<file path="config.mk">
export PLATFORM = sky130hd
export DESIGN_NAME = pr_request_mq
export DESIGN_NICKNAME = d
export VERILOG_FILES = /design/src/rtl/pr_request_mq.sv
export SDC_FILE = /design/constraint.sdc
export NUM_CORES = 1
export LEC_CHECK = 0
export ABC_AREA = 1
export ABC_CLOCK_PERIOD_IN_PS = 4000
export CAP_MARGIN = 20
export CORE_MARGIN = 4
export CORE_UTILIZATION = 32
export DETAILED_ROUTE_END_ITERATION = 8
export HOLD_SLACK_MARGIN = 0.02
export PLACE_DENSITY = 0.53
export SYNTH_ARGS = -nofsm -noshare
export SYNTH_HDL_FRONTEND = slang
export SYNTH_SLANG_ARGS = --single-unit
</file>
<file path="constraint.sdc">
create_clock -name clk -period 4 [get_ports clk]
set_input_delay 0.8 -clock clk [delete_from_list [all_inputs] [get_ports clk]]
set_output_delay 0.8 -clock clk [all_outputs]
set_load 0.01 [all_outputs]
</file>
<file path="src/rtl/pr_request_mq.sv">
// pr_request_mq: multi-channel partial-reconfiguration request queue.
//   Per-channel FIFOs collect {ou_id, grid_slot} requests. Duplicate requests
//   can be coalesced. The oldest entry of a round-robin-selected channel is
//   exposed to the PR-management processor over AXI4-Lite.
// Ports:
//   clk, rst_n              clock (shared with AXI), synchronous active-low reset
//   push_valid/ready/data   per-channel request handshake, channel c at
//                           push_data[c*(OU_W+SLOT_W) +: OU_W+SLOT_W]
//   pr_request_pending      any channel non-empty
//   irq                     registered pr_request_pending & IRQ_EN
//   s_axi_*                 AXI4-Lite slave (STATUS, PEEK, POP, CTRL, COAL_CNT)
module pr_request_mq #(
    parameter int NUM_CHANNELS = 2,
    parameter int DEPTH        = 4,
    parameter int SLOT_W       = 4,
    parameter int OU_W         = 2
) (
    input  logic                                 clk,
    input  logic                                 rst_n,
    input  logic [NUM_CHANNELS-1:0]              push_valid,
    output logic [NUM_CHANNELS-1:0]              push_ready,
    input  logic [NUM_CHANNELS*(OU_W+SLOT_W)-1:0] push_data,
    output logic                                 pr_request_pending,
    output logic                                 irq,
    input  logic [4:0]                           s_axi_awaddr,
    input  logic                                 s_axi_awvalid,
    output logic                                 s_axi_awready,
    input  logic [31:0]                          s_axi_wdata,
    input  logic                                 s_axi_wvalid,
    output logic                                 s_axi_wready,
    output logic                                 s_axi_bvalid,
    input  logic                                 s_axi_bready,
    output logic [1:0]                           s_axi_bresp,
    input  logic [4:0]                           s_axi_araddr,
    input  logic                                 s_axi_arvalid,
    output logic                                 s_axi_arready,
    output logic [31:0]                          s_axi_rdata,
    output logic                                 s_axi_rvalid,
    input  logic                                 s_axi_rready,
    output logic [1:0]                           s_axi_rresp
);
    localparam int CH_W  = (NUM_CHANNELS > 1) ? $clog2(NUM_CHANNELS) : 1;
    localparam int E_W   = OU_W + SLOT_W;
    localparam int PTR_W = $clog2(DEPTH);
    localparam int CNT_W = PTR_W + 1;

    typedef enum logic       {W_ADDR, W_RESP} wstate_t;
    typedef enum logic [1:0] {R_ADDR, R_CAPTURE, R_DATA} rstate_t;

    logic [E_W-1:0]   mem    [NUM_CHANNELS][DEPTH];
    logic [PTR_W-1:0] wr_ptr [NUM_CHANNELS];
    logic [PTR_W-1:0] rd_ptr [NUM_CHANNELS];
    logic [CNT_W-1:0] cnt    [NUM_CHANNELS];
    logic [CH_W-1:0]  rr_ptr;

    logic [NUM_CHANNELS-1:0] nonempty, full, coal_hit, push_store, pop_sel;
    logic [15:0]             total;
    logic                    sel_valid;
    logic [CH_W-1:0]         sel_ch;
    logic [31:0]             status_word, peek_word, rd_mux;

    logic        irq_en, coal_en;
    logic [15:0] coal_cnt;
    logic [4:0]  coal_inc;
    logic [16:0] coal_sum;

    wstate_t     wstate, wnext;
    logic        aw_ack, wr_commit, flush_now, coal_clr;
    logic [4:0]  waddr_q;
    logic        wd_irq, wd_coal, wd_flush;

    rstate_t     rstate, rnext;
    logic        capture;
    logic [4:0]  raddr_q;
    logic [31:0] rdata_q;
    logic        pop_pend, pop_now;
    logic [CH_W-1:0] pop_ch;

    logic unused_wdata;
    assign unused_wdata = &{1'b0, s_axi_wdata[30:2], 1'b0};

    assign s_axi_bresp = '0;
    assign s_axi_rresp = '0;
    assign s_axi_rdata = rdata_q;
    assign pr_request_pending = |nonempty;
    // A pop captured before a flush must not touch the post-flush FIFOs.
    assign pop_now = pop_pend && !flush_now;

    always_comb begin
        total = '0;
        for (int unsigned c = 0; c < NUM_CHANNELS; c++) begin
            nonempty[c]   = (cnt[c] != '0);
            full[c]       = (cnt[c] == CNT_W'(DEPTH));
            push_ready[c] = !full[c] && !flush_now;
            total         = total + 16'(cnt[c]);
        end
    end

    // Duplicate detection: slot i is live when its distance from the head is below cnt.
    always_comb begin
        logic [PTR_W-1:0] offs;
        offs     = '0;
        coal_hit = '0;
        coal_inc = '0;
        for (int unsigned c = 0; c < NUM_CHANNELS; c++) begin
            for (int unsigned i = 0; i < DEPTH; i++) begin
                offs = PTR_W'(i) - rd_ptr[c];
                if (CNT_W'(offs) < cnt[c] && mem[c][i] == push_data[c*E_W +: E_W])
                    coal_hit[c] = 1'b1;
            end
            coal_hit[c]   = coal_hit[c] && coal_en;
            push_store[c] = push_valid[c] && push_ready[c] && !coal_hit[c];
            pop_sel[c]    = pop_now && (pop_ch == CH_W'(c));
            if (push_valid[c] && push_ready[c] && coal_hit[c])
                coal_inc = coal_inc + 5'd1;
        end
        coal_sum = {1'b0, coal_cnt} + 17'(coal_inc);
    end

    // Round-robin scan starting at rr_ptr, wrapping modulo NUM_CHANNELS.
    always_comb begin
        logic [CH_W:0] idx;
        idx       = '0;
        sel_valid = 1'b0;
        sel_ch    = '0;
        for (int unsigned i = 0; i < NUM_CHANNELS; i++) begin
            idx = {1'b0, rr_ptr} + (CH_W+1)'(i);
            if (idx >= (CH_W+1)'(NUM_CHANNELS))
                idx = idx - (CH_W+1)'(NUM_CHANNELS);
            if (!sel_valid && nonempty[idx[CH_W-1:0]]) begin
                sel_valid = 1'b1;
                sel_ch    = idx[CH_W-1:0];
            end
        end
    end

    always_comb begin
        status_word = '0;
        status_word[NUM_CHANNELS-1:0] = nonempty;
        status_word[31:16] = total;
        peek_word = '0;
        if (sel_valid) begin
            peek_word[31] = 1'b1;
            peek_word[CH_W+E_W-1:0] = {sel_ch, mem[sel_ch][rd_ptr[sel_ch]]};
        end
        case (raddr_q)
            5'h00:   rd_mux = status_word;
            5'h04,
            5'h08:   rd_mux = peek_word;
            5'h0C:   rd_mux = {30'b0, coal_en, irq_en};
            5'h10:   rd_mux = {16'b0, coal_cnt};
            default: rd_mux = '0;
        endcase
    end

    always_ff @(posedge clk) begin
        for (int unsigned c = 0; c < NUM_CHANNELS; c++)
            if (push_store[c] && !flush_now)
                mem[c][wr_ptr[c]] <= push_data[c*E_W +: E_W];
    end

    always_ff @(posedge clk) begin
        if (!rst_n || flush_now) begin
            for (int unsigned c = 0; c < NUM_CHANNELS; c++) begin
                wr_ptr[c] <= '0;
                rd_ptr[c] <= '0;
                cnt[c]    <= '0;
            end
            rr_ptr <= '0;
        end else begin
            for (int unsigned c = 0; c < NUM_CHANNELS; c++) begin
                if (push_store[c]) wr_ptr[c] <= wr_ptr[c] + 1'b1;
                if (pop_sel[c])    rd_ptr[c] <= rd_ptr[c] + 1'b1;
                case ({push_store[c], pop_sel[c]})
                    2'b10:   cnt[c] <= cnt[c] + 1'b1;
                    2'b01:   cnt[c] <= cnt[c] - 1'b1;
                    default: cnt[c] <= cnt[c];
                endcase
            end
            if (pop_now)
                rr_ptr <= (pop_ch == CH_W'(NUM_CHANNELS-1)) ? '0 : pop_ch + 1'b1;
        end
    end

    always_ff @(posedge clk) begin
        if (!rst_n) begin
            irq_en   <= 1'b0;
            coal_en  <= 1'b0;
            coal_cnt <= '0;
            irq      <= 1'b0;
        end else begin
            if (wr_commit && waddr_q == 5'h0C) begin
                irq_en  <= wd_irq;
                coal_en <= wd_coal;
            end
            if (coal_clr)
                coal_cnt <= '0;
            else
                coal_cnt <= coal_sum[16] ? 16'hFFFF : coal_sum[15:0];
            irq <= pr_request_pending && irq_en;
        end
    end

    always_ff @(posedge clk) begin
        if (!rst_n) begin
            wstate   <= W_ADDR;
            aw_ack   <= 1'b0;
            waddr_q  <= '0;
            wd_irq   <= 1'b0;
            wd_coal  <= 1'b0;
            wd_flush <= 1'b0;
        end else begin
            wstate <= wnext;
            aw_ack <= (wstate == W_ADDR) && !aw_ack && s_axi_awvalid && s_axi_wvalid;
            if ((wstate == W_ADDR) && !aw_ack && s_axi_awvalid && s_axi_wvalid) begin
                waddr_q  <= s_axi_awaddr;
                wd_irq   <= s_axi_wdata[0];
                wd_coal  <= s_axi_wdata[1];
                wd_flush <= s_axi_wdata[31];
            end
        end
    end

    always_comb begin
        wnext         = wstate;
        wr_commit     = 1'b0;
        s_axi_awready = 1'b0;
        s_axi_wready  = 1'b0;
        s_axi_bvalid  = 1'b0;
        case (wstate)
            W_ADDR: begin
                if (aw_ack) begin
                    s_axi_awready = 1'b1;
                    s_axi_wready  = 1'b1;
                    wr_commit     = 1'b1;
                    wnext         = W_RESP;
                end
            end
            W_RESP: begin
                s_axi_bvalid = 1'b1;
                if (s_axi_bready) wnext = W_ADDR;
            end
            default: wnext = W_ADDR;
        endcase
        flush_now = wr_commit && waddr_q == 5'h0C && wd_flush;
        coal_clr  = wr_commit && waddr_q == 5'h10;
    end

    always_ff @(posedge clk) begin
        if (!rst_n) begin
            rstate   <= R_ADDR;
            raddr_q  <= '0;
            rdata_q  <= '0;
            pop_pend <= 1'b0;
            pop_ch   <= '0;
        end else begin
            rstate   <= rnext;
            pop_pend <= 1'b0;
            if (rstate == R_ADDR && s_axi_arvalid)
                raddr_q <= s_axi_araddr;
            if (capture) begin
                rdata_q  <= rd_mux;
                pop_pend <= (raddr_q == 5'h08) && sel_valid && !flush_now;
                pop_ch   <= sel_ch;
            end
        end
    end

    always_comb begin
        rnext         = rstate;
        capture       = 1'b0;
        s_axi_arready = 1'b0;
        s_axi_rvalid  = 1'b0;
        case (rstate)
            R_ADDR:    if (s_axi_arvalid) rnext = R_CAPTURE;
            R_CAPTURE: begin
                s_axi_arready = 1'b1;
                capture       = 1'b1;
                rnext         = R_DATA;
            end
            R_DATA: begin
                s_axi_rvalid = 1'b1;
                if (s_axi_rready) rnext = R_ADDR;
            end
            default: rnext = R_ADDR;
        endcase
    end
endmodule

</file>
==> results of run 1 <==
routing by layer:
layer  GRT usage, %  vias to the layer above  routed length [um]
li1               -                     2928                   -
met3          3.805                       11                 709
met2          23.17                       90                7789
met5              0                        -                   0
met4          3.659                        0                 187
met1          18.31                     2538                8015
area by class of cell:
class / instances / area, um^2 / area share, %
Timing Repair Buffer: 102 / 950.9 / 11.09
Sequential cell: 122 / 3063 / 35.71
Clock buffer: 18 / 439.2 / 5.120
Multi-Input combinational cell: 605 / 3239 / 37.77
Clock inverter: 14 / 108.9 / 1.269
Tap cell: 275 / 344.1 / 4.012
Inverter: 115 / 431.7 / 5.033
final timing paths:
kind | cells past startpoint | startpoint | slack, ns | end
min | 2 | s_axi_rdata[19] | 0.47 | s_axi_rdata[19]
max | 21 | push_data[9] | 0.22 | coal_cnt[14]
max reg2reg | 22 | rd_ptr[1][1] | 0.28 | coal_cnt[14]
min reg2reg | 2 | s_axi_rdata[19] | 0.47 | s_axi_rdata[19]
layout by cell type (no fill, tap or decap), types with 9 or more instances in the layout:
cell type / instances
sky130_fd_sc_hd__nand2_1: 222
sky130_fd_sc_hd__inv_1: 109
sky130_fd_sc_hd__nor2_1: 99
sky130_fd_sc_hd__edfxtp_1: 62
sky130_fd_sc_hd__dfxtp_1: 60
sky130_fd_sc_hd__clkdlybuf4s50_1: 52
sky130_fd_sc_hd__a21oi_1: 50
sky130_fd_sc_hd__nand3_1: 48
sky130_fd_sc_hd__buf_4: 38
sky130_fd_sc_hd__o21ai_0: 35
sky130_fd_sc_hd__xor2_1: 29
sky130_fd_sc_hd__ha_1: 28
sky130_fd_sc_hd__clkbuf_16: 17
sky130_fd_sc_hd__conb_1: 15
sky130_fd_sc_hd__xnor2_1: 10
sky130_fd_sc_hd__dlymetal6s2s_1: 10
sky130_fd_sc_hd__nand3b_1: 9
worst max-delay path, cell delays in order:
cell and delay [ns]:
sky130_fd_sc_hd__clkdlybuf4s50_1 0.43, sky130_fd_sc_hd__or2_2 0.32, sky130_fd_sc_hd__a21oi_2 0.12, sky130_fd_sc_hd__nand3_1 0.08, sky130_fd_sc_hd__nor2_1 0.09, sky130_fd_sc_hd__nor2_1 0.05
sky130_fd_sc_hd__nand2_1 0.11, sky130_fd_sc_hd__nand2_1 0.09, sky130_fd_sc_hd__nor2_2 0.19, sky130_fd_sc_hd__ha_1 0.15, sky130_fd_sc_hd__ha_1 0.15, sky130_fd_sc_hd__inv_1 0.06
sky130_fd_sc_hd__fa_2 0.36, sky130_fd_sc_hd__nand3b_4 0.18, sky130_fd_sc_hd__nor3_4 0.15, sky130_fd_sc_hd__nand3_2 0.13, sky130_fd_sc_hd__nor2_4 0.12, sky130_fd_sc_hd__buf_4 0.13
sky130_fd_sc_hd__nand3_1 0.11, sky130_fd_sc_hd__nor3_2 0.22, sky130_fd_sc_hd__a211oi_2 0.04
power breakdown:
part           total (mW)  switching (mW)  internal (mW)
logic               0.684           0.424          0.259
registers            1.46          0.0571           1.40
clock network        1.43           0.612          0.823
cell families (layout without fill, tap and decap cells):
group / Yosys count / after routing / share of synthesized area (%)
AND/OR/NAND/NOR: 414 / 414 / 26.03
buffers and inverters: 154 / 249 / 9.885
flip-flops: 122 / 122 / 44.65
AO/OA/AOI/OAI: 104 / 104 / 8.134
XOR/XNOR: 40 / 40 / 5.107
adder cells (fa/ha/maj): 31 / 31 / 5.982
other: 1 / 15 / 0.05466
multiplexers: 1 / 1 / 0.1641
repair_timing:
action / CTS / global route
resized for setup: 1 / 25
pin swaps: 0 / 6
endpoints found under the setup margin: 9 / 16
state kept, by name, indices dropped and copies added, names as in the netlist:
signal       cells
rr_ptr           1
wr_ptr           4
coal_en          1
irq              1
wd_irq           1
mem             48
pop_ch           1
cnt              6
wd_flush         1
rstate           2
pop_pend         1
aw_ack           1
s_axi_rdata     21
raddr_q          5
waddr_q          5
rd_ptr           4
irq_en           1
wd_coal          1
wstate           1
coal_cnt        16
==> load_flow_metrics.sql, run 1 <==
INSERT INTO impl_metrics (metric_group, metric, value, unit) VALUES
('route', 'routedWlPerCell', '13.35', 'um'),
('clock_network', 'clock_sinks', '122', ''),
('clock_network', 'register_clock_pin_slew_on_the_reported_worst_setup_and_hold_paths', '0.06', 'ns'),
('setup_path', 'path_class', 'in2reg', ''),
('sta', 'setup-tns-final', '0', 'ns'),
('die', 'floorplan.initialDensity', '32.53', '%'),
('sta', 'hold_violations', '0', ''),
('pwr', 'total_power', '3.579', 'mW'),
('sta', 'whs', '0.4694', 'ns'),
('placement', 'port_buffers', '63', ''),
('synth', 'yosysSeqAreaShare', '44.65', '%'),
('clock_network', 'insertion_delay', '0.42', 'ns'),
('sta', 'postLayoutSetupSlackWorst', '0.2175', 'ns'),
('placement', 'place.gp.congestion', '0.8078', ''),
('global_routing', 'pin_count_of_the_biggest_net_entering_global_routing', '35', ''),
('die', 'num_rows', '53', ''),
('synth', 'synth-async-reset-ratio', '0', '%'),
('sta', 'final_min_period_over_clock_period', '94.56', '%'),
('finish', 'layout.cells.non_filler', '1251', ''),
('placement', 'post_dp_cell_area', '7936', 'um^2'),
('synth', 'synth_top_area_share', '27.14', '%'),
('clock_network', 'post_cts.repair.setup_buffers', '0', ''),
('die', 'die_height', '154.4', 'um'),
('synth', 'synth_top_cell_by_area', 'sky130_fd_sc_hd__edfxtp_1', ''),
('die', 'design.core.area', '21090', 'um^2'),
('route', 'ant_nets', '0', ''),
('sta', 'fmax', '0.2644', 'GHz'),
('synth', 'synth_area_per_cell', '7.913', 'um^2'),
('setup_path', 'critical_path_endpoint_category', 'flop', ''),
('setup_path', 'critical_path.max_fanout', '2', ''),
('status', 'outcome', 'finished, final reports clean', ''),
('clock_network', 'tritoncts', 'done', ''),
('die', 'die_width', '154.4', 'um'),
('sta', 'finalSetupViolations', '0', ''),
('global_routing', 'grt_pass1_wl', '26670', 'um'),
('setup_path', 'cp.required', '4.28', 'ns'),
('sta', 'min_period', '3.782', 'ns'),
('global_routing', 'initial_antenna_violation_count', '0', ''),
('finish', 'layout.core_utilization', '40.67', '%'),
('finish', 'layout-drive-gt1-share', '11.48', '%'),
('synth', 'yosysMostFrequentCell', 'sky130_fd_sc_hd__nand2_1', ''),
('clock_network', 'cts_inserted_buffers', '17', ''),
('finish', 'finish.instance_area', '8577', 'um^2'),
('finish', 'synthToLayoutAreaGrowth', '25.02', '%'),
('global_routing', 'grt_pass1_vias', '5342', ''),
('global_routing', 'overflow', '0', ''),
('setup_path', 'category_of_the_worst_setup_path_launch_point', 'input pin', ''),
('sta', 'worst_slew_pin_slew', '0.9394', 'ns'),
('route', 'detail_route.drc_violations', '0', ''),
('pwr', 'worst_ir_drop_vdd', '0.2874', 'mV'),
('finish', 'insertedDiodeCount', '0', ''),
('synth', 'mapped_cells', '867', ''),
('hold_path', 'hold_path.class', 'reg2reg', ''),
('synth', 'synthesis.yosys.warnings', '0', ''),
('finish', 'finish.net_count', '1057', ''),
('placement', 'place.detailed.hpwl', '12610', 'um'),
('clock_network', 'cts.htree.levels', '4', ''),
('route', 'detail_route.wirelength', '16700', 'um'),
('setup_path', 'worst_ep_arrival_time', '4.07', 'ns'),
('pwr', 'leakage', '3.922', 'nW'),
('pwr', 'power.density', '417.3', 'nW/um^2'),
('synth', 'yosys_register_bits', '122', ''),
('synth', 'synth_flop_cell', 'sky130_fd_sc_hd__edfxtp_1', ''),
('placement', 'dp_slack', '-0.4481', 'ns'),
('route', 'via_count', '5567', ''),
('synth', 'synth_edf_count', '62', ''),
('job', 'maxCapViolations', '0', ''),
('finish', 'n_fill_cell', '2134', ''),
('route', 'detail_route.vias_per_cell', '4.450', ''),
('clock_network', 'cts_hold_buffers', '0', ''),
('sta', 'maxSlewViolCount', '0', '');
No activity file was read; power rests on OpenSTA's default activity.
==> run 2: changes to the inputs <==
MAX_ROUTING_LAYER = met4   (was unset)
==> run 2 against run 1 <==
- clock skew is essentially flat
- wire length is essentially flat
- sequential share of layout area is the same
- sequential cell count is the same
- total power is essentially flat
- core utilization is the same
- global-route usage grew 0.38 points
- combinational power is essentially flat
- final area is the same
- critical path depth is the same
- register-to-register slack is essentially flat
- critical path type unchanged
- critical endpoint unchanged
- largest power group unchanged
- highest routed layer unchanged
==> load_flow_metrics.sql, run 2 (synthesis gave the netlist of run 1 again) <==
INSERT INTO impl_metrics (metric_group, metric, value, unit) VALUES
('status', 'outcome', 'finished, final reports clean', ''),
('route', 'detail_route.drc_violations', '0', ''),
('clock_network', 'clock_tree.buffer_depth', '2', ''),
('setup_path', 'category_of_the_worst_setup_path_launch_point', 'input pin', ''),
('pwr', 'leakage', '3.922', 'nW'),
('clock_network', 'post_cts.repair.setup_buffers', '0', ''),
('clock_network', 'cts.htree.levels', '4', ''),
('route', 'ant_nets', '0', ''),
('hold_path', 'hold_path.class', 'reg2reg', ''),
('clock_network', 'tritoncts', 'done', ''),
('sta', 'final_min_period_over_clock_period', '94.52', '%'),
('clock_network', 'register_clock_pin_slew_on_the_reported_worst_setup_and_hold_paths', '0.06', 'ns'),
('setup_path', 'critical_path.max_fanout', '2', ''),
('setup_path', 'path_depth_of_the_worst_reg2reg_path', '22', ''),
('route', 'via_count', '5558', ''),
('global_routing', 'initial_antenna_violation_count', '0', ''),
('route', 'drt_iter0_markers', '269', ''),
('sta', 'maxSlewViolCount', '0', ''),
('sta', 'worst_clock_skew', '0.01013', 'ns'),
('sta', 'setup-tns-final', '0', 'ns'),
('sta', 'finalSetupViolations', '0', ''),
('setup_path', 'r2r_setup_slack', '0.28', 'ns'),
('route', 'detail_route.vias_per_cell', '4.443', ''),
('hold_path', 'min_from', 's_axi_rdata[19]', ''),
('placement', 'place.gp.congestion', '0.8196', ''),
('setup_path', 'path_class', 'in2reg', ''),
('pwr', 'power.density', '417.5', 'nW/um^2'),
('setup_path', 'beginning_of_the_worst_register_to_register_path', 'rd_ptr[1][1]', ''),
('job', 'maxCapViolations', '0', ''),
('global_routing', 'grt_pass1_wl', '26650', 'um'),
('clock_network', 'insertion_delay', '0.42', 'ns'),
('sta', 'worst_slew_margin_rel', '36.59', '%'),
('die', 'floorplan.initialDensity', '32.53', '%'),
('sta', 'hold_violations', '0', ''),
('global_routing', 'groute.usage.overall', '14.43', '%'),
('global_routing', 'overflow', '0', ''),
('sta', 'worst_slew_pin_slew', '0.9460', 'ns'),
('placement', 'place.detailed.hpwl', '12610', 'um'),
('global_routing', 'pin_count_of_the_biggest_net_entering_global_routing', '35', ''),
('sta', 'min_period', '3.781', 'ns'),
('die', 'num_rows', '53', ''),
('route', 'detail_route.wirelength', '16690', 'um'),
('pwr', 'worst_ir_drop_vdd', '0.2892', 'mV'),
('die', 'die_width', '154.4', 'um'),
('hold_path', 'hold-path-endpoint', 's_axi_rdata[19]', ''),
('finish', 'largest_register_ffs', '48', ''),
('finish', 'finish.net_count', '1057', ''),
('global_routing', 'grt_pass1_vias', '5351', ''),
('finish', 'layout.cells.most_common', 'sky130_fd_sc_hd__nand2_1', ''),
('finish', 'layout-drive-gt1-share', '11.48', '%'),
('finish', 'layout.cells.non_filler', '1251', ''),
('setup_path', 'critical_path_endpoint_category', 'flop', ''),
('setup_path', 'worst_ep_arrival_time', '4.06', 'ns'),
('finish', 'synthToLayoutAreaGrowth', '25.02', '%'),
('setup_path', 'cp.required', '4.28', 'ns'),
('setup_path', 'worst_r2r_endpoint', 'coal_cnt[14]', ''),
('finish', 'insertedDiodeCount', '0', ''),
('clock_network', 'cts_inserted_buffers', '17', ''),
('route', 'drt_first_pass_iters', '5', ''),
('route', 'routedWlPerCell', '13.34', 'um'),
('finish', 'final_cell_mix', 'sky130_fd_sc_hd__nand2_1 (222), sky130_fd_sc_hd__inv_1 (109), sky130_fd_sc_hd__nor2_1 (99), sky130_fd_sc_hd__edfxtp_1 (62), sky130_fd_sc_hd__dfxtp_1 (60)', ''),
('die', 'design.core.area', '21090', 'um^2'),
('clock_network', 'clock_sinks', '122', ''),
('placement', 'port_buffers', '63', ''),
('sta', 'fmax', '0.2645', 'GHz'),
('clock_network', 'ctsRootBufferMaster', 'sky130_fd_sc_hd__clkbuf_16', ''),
('hold_path', 'hold-path-cell-count', '2', ''),
('die', 'boundaryPins', '108', ''),
('die', 'die_area', '23850', 'um^2'),
('die', 'die_height', '154.4', 'um'),
('placement', 'numPlacedInstances', '1219', '');
## run 2: worst max-delay path by stage
stage | start | endpoint | slack [ns] | cells past startpoint
2_1_floorplan | push_data[8] | coal_cnt[10] | 0.55 | 20
3_3_place_gp | push_data[10] | coal_cnt[10] | -0.43 | 20
3_5_place_dp | push_data[10] | coal_cnt[14] | -0.45 | 21
4_1_cts | push_data[6] | coal_cnt[14] | 0.03 | 23
5_1_grt | push_data[9] | coal_cnt[14] | -0.02 | 21
6_report | push_data[9] | coal_cnt[14] | 0.22 | 21
## run 2: what timing repair did
item | 4_1_cts | 5_1_grt
resized for setup | 1 | 25
hold buffers | 0 | 0
gates cloned | 0 | 0
pin swaps | 0 | 6
endpoints found under the setup margin | 9 | 16
## run 2: cell type report
class / count / area (um^2)
well taps: 275 / 344.1
multi-input cells: 605 / 3239
fillers: 2134 / 12510
clock buffers: 18 / 439.2
flip-flops and latches: 122 / 3063
repair buffers: 102 / 950.9
clock inverters: 14 / 108.9
inverters: 115 / 431.7
## run 2: power breakdown
part           internal (mW)  leakage [nW]  switching [mW]  total, mW
clock                  0.823         0.280           0.613       1.44
combinational          0.259          2.57           0.425      0.684
sequential              1.40          1.08          0.0572       1.46
total                   2.49          3.92            1.09       3.58
## run 2: layer usage
metal  global-route usage (%)  wire, um  vias to the layer above
met2                    23.17      7777                      103
li1                         -         -                     2927
met3                    3.302       647                       15
met1                    18.48      8055                     2513
met4                    3.785       206                        0
met5                        -         0                        -
## run 2: critical path, stage by stage
cell	delay (ns)
sky130_fd_sc_hd__clkdlybuf4s50_1	0.43
sky130_fd_sc_hd__or2_2	0.32
sky130_fd_sc_hd__a21oi_2	0.12
sky130_fd_sc_hd__nand3_1	0.08
sky130_fd_sc_hd__nor2_1	0.09
sky130_fd_sc_hd__nor2_1	0.05
sky130_fd_sc_hd__nand2_1	0.11
sky130_fd_sc_hd__nand2_1	0.09
sky130_fd_sc_hd__nor2_2	0.19
sky130_fd_sc_hd__ha_1	0.15
sky130_fd_sc_hd__ha_1	0.15
sky130_fd_sc_hd__inv_1	0.06
sky130_fd_sc_hd__fa_2	0.36
sky130_fd_sc_hd__nand3b_4	0.18
sky130_fd_sc_hd__nor3_4	0.15
sky130_fd_sc_hd__nand3_2	0.13
sky130_fd_sc_hd__nor2_4	0.12
sky130_fd_sc_hd__buf_4	0.13
sky130_fd_sc_hd__nand3_1	0.11
sky130_fd_sc_hd__nor3_2	0.22
sky130_fd_sc_hd__a211oi_2	0.04
## run 2: stage by stage
| step | hold slack, ns | worst slack, ns | util (%) | cell area (um^2) | power, mW |
|---|---|---|---|---|---|
| floorplan | 0.4391 | 0.5529 | - | 6913 | 1.958 |
| global placement | 0.4567 | -0.4253 | 37.64 | 7936 | 2.168 |
| detailed placement | 0.4620 | -0.4481 | 37.64 | 7936 | 2.174 |
| CTS | 0.4730 | 0.03344 | 40.23 | 8483 | 3.622 |
| global route | 0.4995 | -0.02094 | 40.67 | 8577 | 3.787 |
| finish | 0.4694 | 0.2193 | 40.67 | 8577 | 3.581 |
==> run 3: changes to the inputs <==
CORE_ASPECT_RATIO = 1.5   (was unset)
==> run 3 against run 2 <==
- clock-buffer cell count decreased by 1
- highest routed layer unchanged
- critical path depth grew 2
- critical endpoint unchanged
- total power up 1.6%
- combinational power grew 0.7%
- worst setup slack gained 0.0089 ns
- final area is 0.67% higher
- global-route usage grew 0.49 points
==> load_flow_metrics.sql, run 3 (synthesis gave the netlist of run 1 again) <==
INSERT INTO impl_metrics (metric_group, metric, value, unit) VALUES
('status', 'outcome', 'finished, final reports clean', ''),
('clock_network', 'insertion_delay', '0.42', 'ns'),
('job', 'maxCapViolations', '0', ''),
('setup_path', 'category_of_the_worst_setup_path_launch_point', 'flop', ''),
('setup_path', 'path_depth_of_the_worst_reg2reg_path', '23', ''),
('sta', 'setup-tns-final', '0', 'ns'),
('die', 'die_area', '23890', 'um^2'),
('finish', 'seqCellArea', '3063', 'um^2'),
('setup_path', 'critical-path-slowest-cell', 'sky130_fd_sc_hd__edfxtp_1', ''),
('clock_network', 'cts.htree.levels', '4', ''),
('sta', 'whs', '0.4633', 'ns'),
('placement', 'place.detailed.hpwl', '13420', 'um'),
('pwr', 'worst_ir_drop_vdd', '0.2450', 'mV'),
('finish', 'layout.cells.most_common', 'sky130_fd_sc_hd__nand2_1', ''),
('finish', 'final_cell_mix', 'sky130_fd_sc_hd__nand2_1 (222), sky130_fd_sc_hd__inv_1 (110), sky130_fd_sc_hd__nor2_1 (99), sky130_fd_sc_hd__edfxtp_1 (62), sky130_fd_sc_hd__dfxtp_1 (60)', ''),
('global_routing', 'grt_pass1_vias', '5566', ''),
('setup_path', 'r2r_setup_slack', '0.23', 'ns'),
('placement', 'post_dp_cell_area', '7958', 'um^2'),
('global_routing', 'initial_antenna_violation_count', '0', ''),
('global_routing', 'overflow', '0', ''),
('global_routing', 'global_route.peak_usage_layer', 'met2', ''),
('finish', 'layout.core_utilization', '40.99', '%'),
('setup_path', 'worst_ep_arrival_time', '4.06', 'ns'),
('sta', 'finalSetupViolations', '0', ''),
('route', 'via_count', '5681', ''),
('placement', 'place.gp.congestion', '0.8259', ''),
('setup_path', 'cp.required', '4.29', 'ns'),
('pwr', 'leakage', '3.969', 'nW'),
('die', 'floorplan.initialDensity', '32.57', '%'),
('finish', 'finish.instance_area', '8635', 'um^2'),
('placement', 'port_buffers', '63', ''),
('sta', 'worst_slew_pin_slew', '0.7438', 'ns'),
('hold_path', 'hold-path-cell-count', '2', ''),
('clock_network', 'ctsRootBufferMaster', 'sky130_fd_sc_hd__clkbuf_16', ''),
('setup_path', 'path_cells', 'xnor2_2 > inv_1 > ha_1 > a21oi_1 > nor2_1 > nor2_1 > nor2_1 > nand2_1 > nand2_1 > nor2_2 > buf_4 > ha_1 > ha_1 > inv_1 > fa_2 > nand3b_4 > nor3_4 > nand3_2 > nor2_4 > buf_4 > nand3_2 > nor3_2 > a211oi_2', ''),
('finish', 'largest_register_ffs', '48', ''),
('sta', 'maxSlewViolCount', '0', ''),
('clock_network', 'clock_sinks', '122', ''),
('die', 'boundaryPins', '108', ''),
('placement', 'numPlacedInstances', '1216', ''),
('clock_network', 'register_clock_pin_slew_on_the_reported_worst_setup_and_hold_paths', '0.06', 'ns'),
('sta', 'worst_slew_margin_rel', '50.23', '%'),
('sta', 'worst_clock_skew', '0.01415', 'ns'),
('finish', 'layout-drive-gt1-share', '11.89', '%'),
('global_routing', 'pin_count_of_the_biggest_net_entering_global_routing', '34', ''),
('setup_path', 'critical_path_endpoint_category', 'flop', ''),
('sta', 'postLayoutSetupSlackWorst', '0.2282', 'ns'),
('die', 'num_rows', '65', ''),
('clock_network', 'clock_tree.buffer_depth', '2', ''),
('sta', 'min_period', '3.772', 'ns'),
('route', 'drt_iter0_markers', '216', ''),
('setup_path', 'critical_path.max_fanout', '3', ''),
('global_routing', 'global_route.usage.met3', '2.314', '%'),
('global_routing', 'groute.usage.overall', '14.93', '%'),
('finish', 'insertedDiodeCount', '0', ''),
('finish', 'multiInputGateArea', '3231', 'um^2'),
('sta', 'final_min_period_over_clock_period', '94.29', '%'),
('global_routing', 'grt_util_met2', '28.44', '%'),
('route', 'detail_route.vias_per_cell', '4.538', ''),
('route', 'detail_route.drc_violations', '0', ''),
('pwr', 'total_power', '3.638', 'mW'),
('sta', 'fmax', '0.2651', 'GHz'),
('global_routing', 'grt_pass1_wl', '27350', 'um'),
('route', 'routedWlPerCell', '13.93', 'um'),
('finish', 'synthToLayoutAreaGrowth', '25.86', '%'),
('global_routing', 'use_met1', '15.72', '%'),
('finish', 'finish.net_count', '1065', ''),
('clock_network', 'tritoncts', 'done', ''),
('die', 'die_width', '127.6', 'um'),
('route', 'detail_route.wirelength', '17440', 'um'),
('setup_path', 'cpPeakStageDelay', '0.46', 'ns'),
('clock_network', 'cts_inserted_buffers', '17', ''),
('die', 'die_height', '187.3', 'um'),
('hold_path', 'hold_path.class', 'reg2reg', ''),
('placement', 'dp_slack', '-0.4093', 'ns'),
('sta', 'hold_violations', '0', ''),
('pwr', 'power.density', '421.3', 'nW/um^2'),
('finish', 'n_fill_cell', '2190', ''),
('route', 'ant_nets', '0', ''),
('die', 'design.core.area', '21060', 'um^2'),
('route', 'drt_first_pass_iters', '4', ''),
('finish', 'layout.cells.non_filler', '1252', ''),
('setup_path', 'path_class', 'reg2reg', '');
## run 3: cell types whose count changed in the layout (fill, tap and decap cells not counted), moves of 2 or more
cell,before,now
sky130_fd_sc_hd__buf_4,38,46
sky130_fd_sc_hd__clkinv_4,2,0
sky130_fd_sc_hd__inv_6,4,6
sky130_fd_sc_hd__nor3_1,6,8
sky130_fd_sc_hd__nor3_2,4,2
## run 3: repair_timing
action	4_1_cts	5_1_grt
pin swaps	0	4
endpoints found under the setup margin	1	16
setup buffers	0	4
hold buffers	0	0
resized for setup	1	23
## run 3: final timing paths
path,startpoint,end
worst max-delay path,rd_ptr[1][1],coal_cnt[14]
worst min register to register,s_axi_rdata[6],s_axi_rdata[6]
worst min-delay path,s_axi_rdata[6],s_axi_rdata[6]
worst max register to register,rd_ptr[1][1],coal_cnt[14]
## run 3: cell type report
class,count,area share [%]
multi-input combinational,605,37.41
sequential,122,35.47
timing repair buffer,110,11.74
inverter,115,4.999
clock buffer,17,4.927
tap,268,3.884
clock inverter,15,1.565
## run 3: report_power, final
part           total [mW]  internal (mW)  switching, mW
sequential           1.46           1.40         0.0579
combinational       0.689          0.262          0.427
clock                1.49          0.867          0.620
## run 3: critical path: cells and delay by family (launching register included)
family / cells / cell delay, ns
compound gates: 2 / 0.11
xor+xnor: 1 / 0.25
fa+ha+maj: 4 / 1.04
buf+inv: 4 / 0.40
flops: 1 / 0.46
simple gates: 12 / 1.38
## run 3: layer usage
metal  wire, um  vias up  share of wire, %
li1           -     2949                 -
met2       9857       83                57
met3        497       12               2.9
met5          0        -                 0
met4        124        0              0.71
met1       6959     2637                40
==> edit: new RTL, settings of run 3 <==
The output `irq` loses its register stage (`irq` becomes a continuous assignment). Comments in the files are not updated.
--- a/src/rtl/pr_request_mq.sv
+++ b/src/rtl/pr_request_mq.sv
@@ -189,3 +189,2 @@
             coal_cnt <= '0;
-            irq      <= 1'b0;
         end else begin
@@ -199,5 +198,6 @@
                 coal_cnt <= coal_sum[16] ? 16'hFFFF : coal_sum[15:0];
-            irq <= pr_request_pending && irq_en;
-        end
-    end
+        end
+    end
+
+    assign irq = pr_request_pending && irq_en;
 
Function: changed (a bounded check fails within 4 cycles, from zero or initial values and one cycle with rst_n low).
==> edit against run 3 <==
Setup slack improved by 0.12 ns. Wire length fell by 0.34%. Non-clock buffer count shrank 1. First-iteration DRC count increased by 19%. Final area grew 0.12%. Sequential cell count fell by 1. Clock skew decreased by 0.0061 ns. Area after synthesis is 1.0% lower. Clock power is 13% higher. Critical path depth unchanged. Die area down 0.97%. Total power rose by 4.9%. Critical path type unchanged. Largest power group unchanged. Highest routed layer unchanged.
==> edit: results <==
INSERT INTO impl_metrics (metric_group, metric, value, unit) VALUES
('outcome', 'outcome', 'finished, final reports clean', ''),
('layout', 'area_share_clock_buf_inv', '0.0751', ''),
('global_routing', 'grt_pass1_wl', '28000', 'um'),
('place', 'dp_slack', '-0.382', 'ns'),
('place', 'dp.cells', '1200', ''),
('pwr', 'leakage', '3.85', 'nW'),
('clock_network', 'clkSinkCount', '121', ''),
('layout', 'non_clock_buffer_count', '109', ''),
('layout', 'n_fill_cell', '2195', ''),
('global_routing', 'grt_util_met3', '0.0338', ''),
('layout', 'buf_share', '0.117', ''),
('layout', 'n_all_inverters', '112', ''),
('logic_synthesis', 'yosysSeqAreaShare', '0.448', ''),
('layout', 'antenna_cells_inserted', '1', ''),
('layout', 'layout.cells.non_filler', '1236', ''),
('global_routing', 'grt_use_total', '0.155', ''),
('place', 'detailed_place.area', '7860', 'um^2'),
('logic_synthesis', 'ys_top_cells_by_area', 'edfxtp_1 27%, dfxtp_1 17%, nand2_1 12%, inv_1 5.9%, ha_1 5.2%', ''),
('logic_synthesis', 'synth_cell_types', '40', ''),
('logic_synthesis', 'postSynthCellCount', '853', '');
-- edit: changes by cell type after synthesis, sizes merged, moves of 5 or more --
cell	change
o22ai	-5
o21ai	+9
nand3	-17
nand4	+7
nor2	-9
-- edit: cell families after synthesis --
kind of cell / share of synthesized area
other: 0.000552
DFF: 0.448
and+or+nand+nor: 0.242
AOI/OAI and AO/OA: 0.0966
xor gates and xnor gates: 0.0503
buffers and inverters: 0.102
adders and majority gates: 0.0604
-- edit: worst paths after layout --
kind,slack [ns],end,from,cells after the start
setup / recovery,0.35,coal_cnt[14],rd_ptr[0][1],23
hold / removal,0.46,s_axi_rdata[14],coal_cnt[14],2
setup reg to reg,0.35,coal_cnt[14],rd_ptr[0][1],23
hold reg to reg,0.46,s_axi_rdata[14],coal_cnt[14],2
-- edit: power breakdown --
group | switching (mW) | total (mW) | leakage (nW) | internal, mW
Sequential | 0.0589 | 1.45 | 1.07 | 1.40
Clock | 0.578 | 1.68 | 0.305 | 1.11
Combinational | 0.422 | 0.679 | 2.48 | 0.257
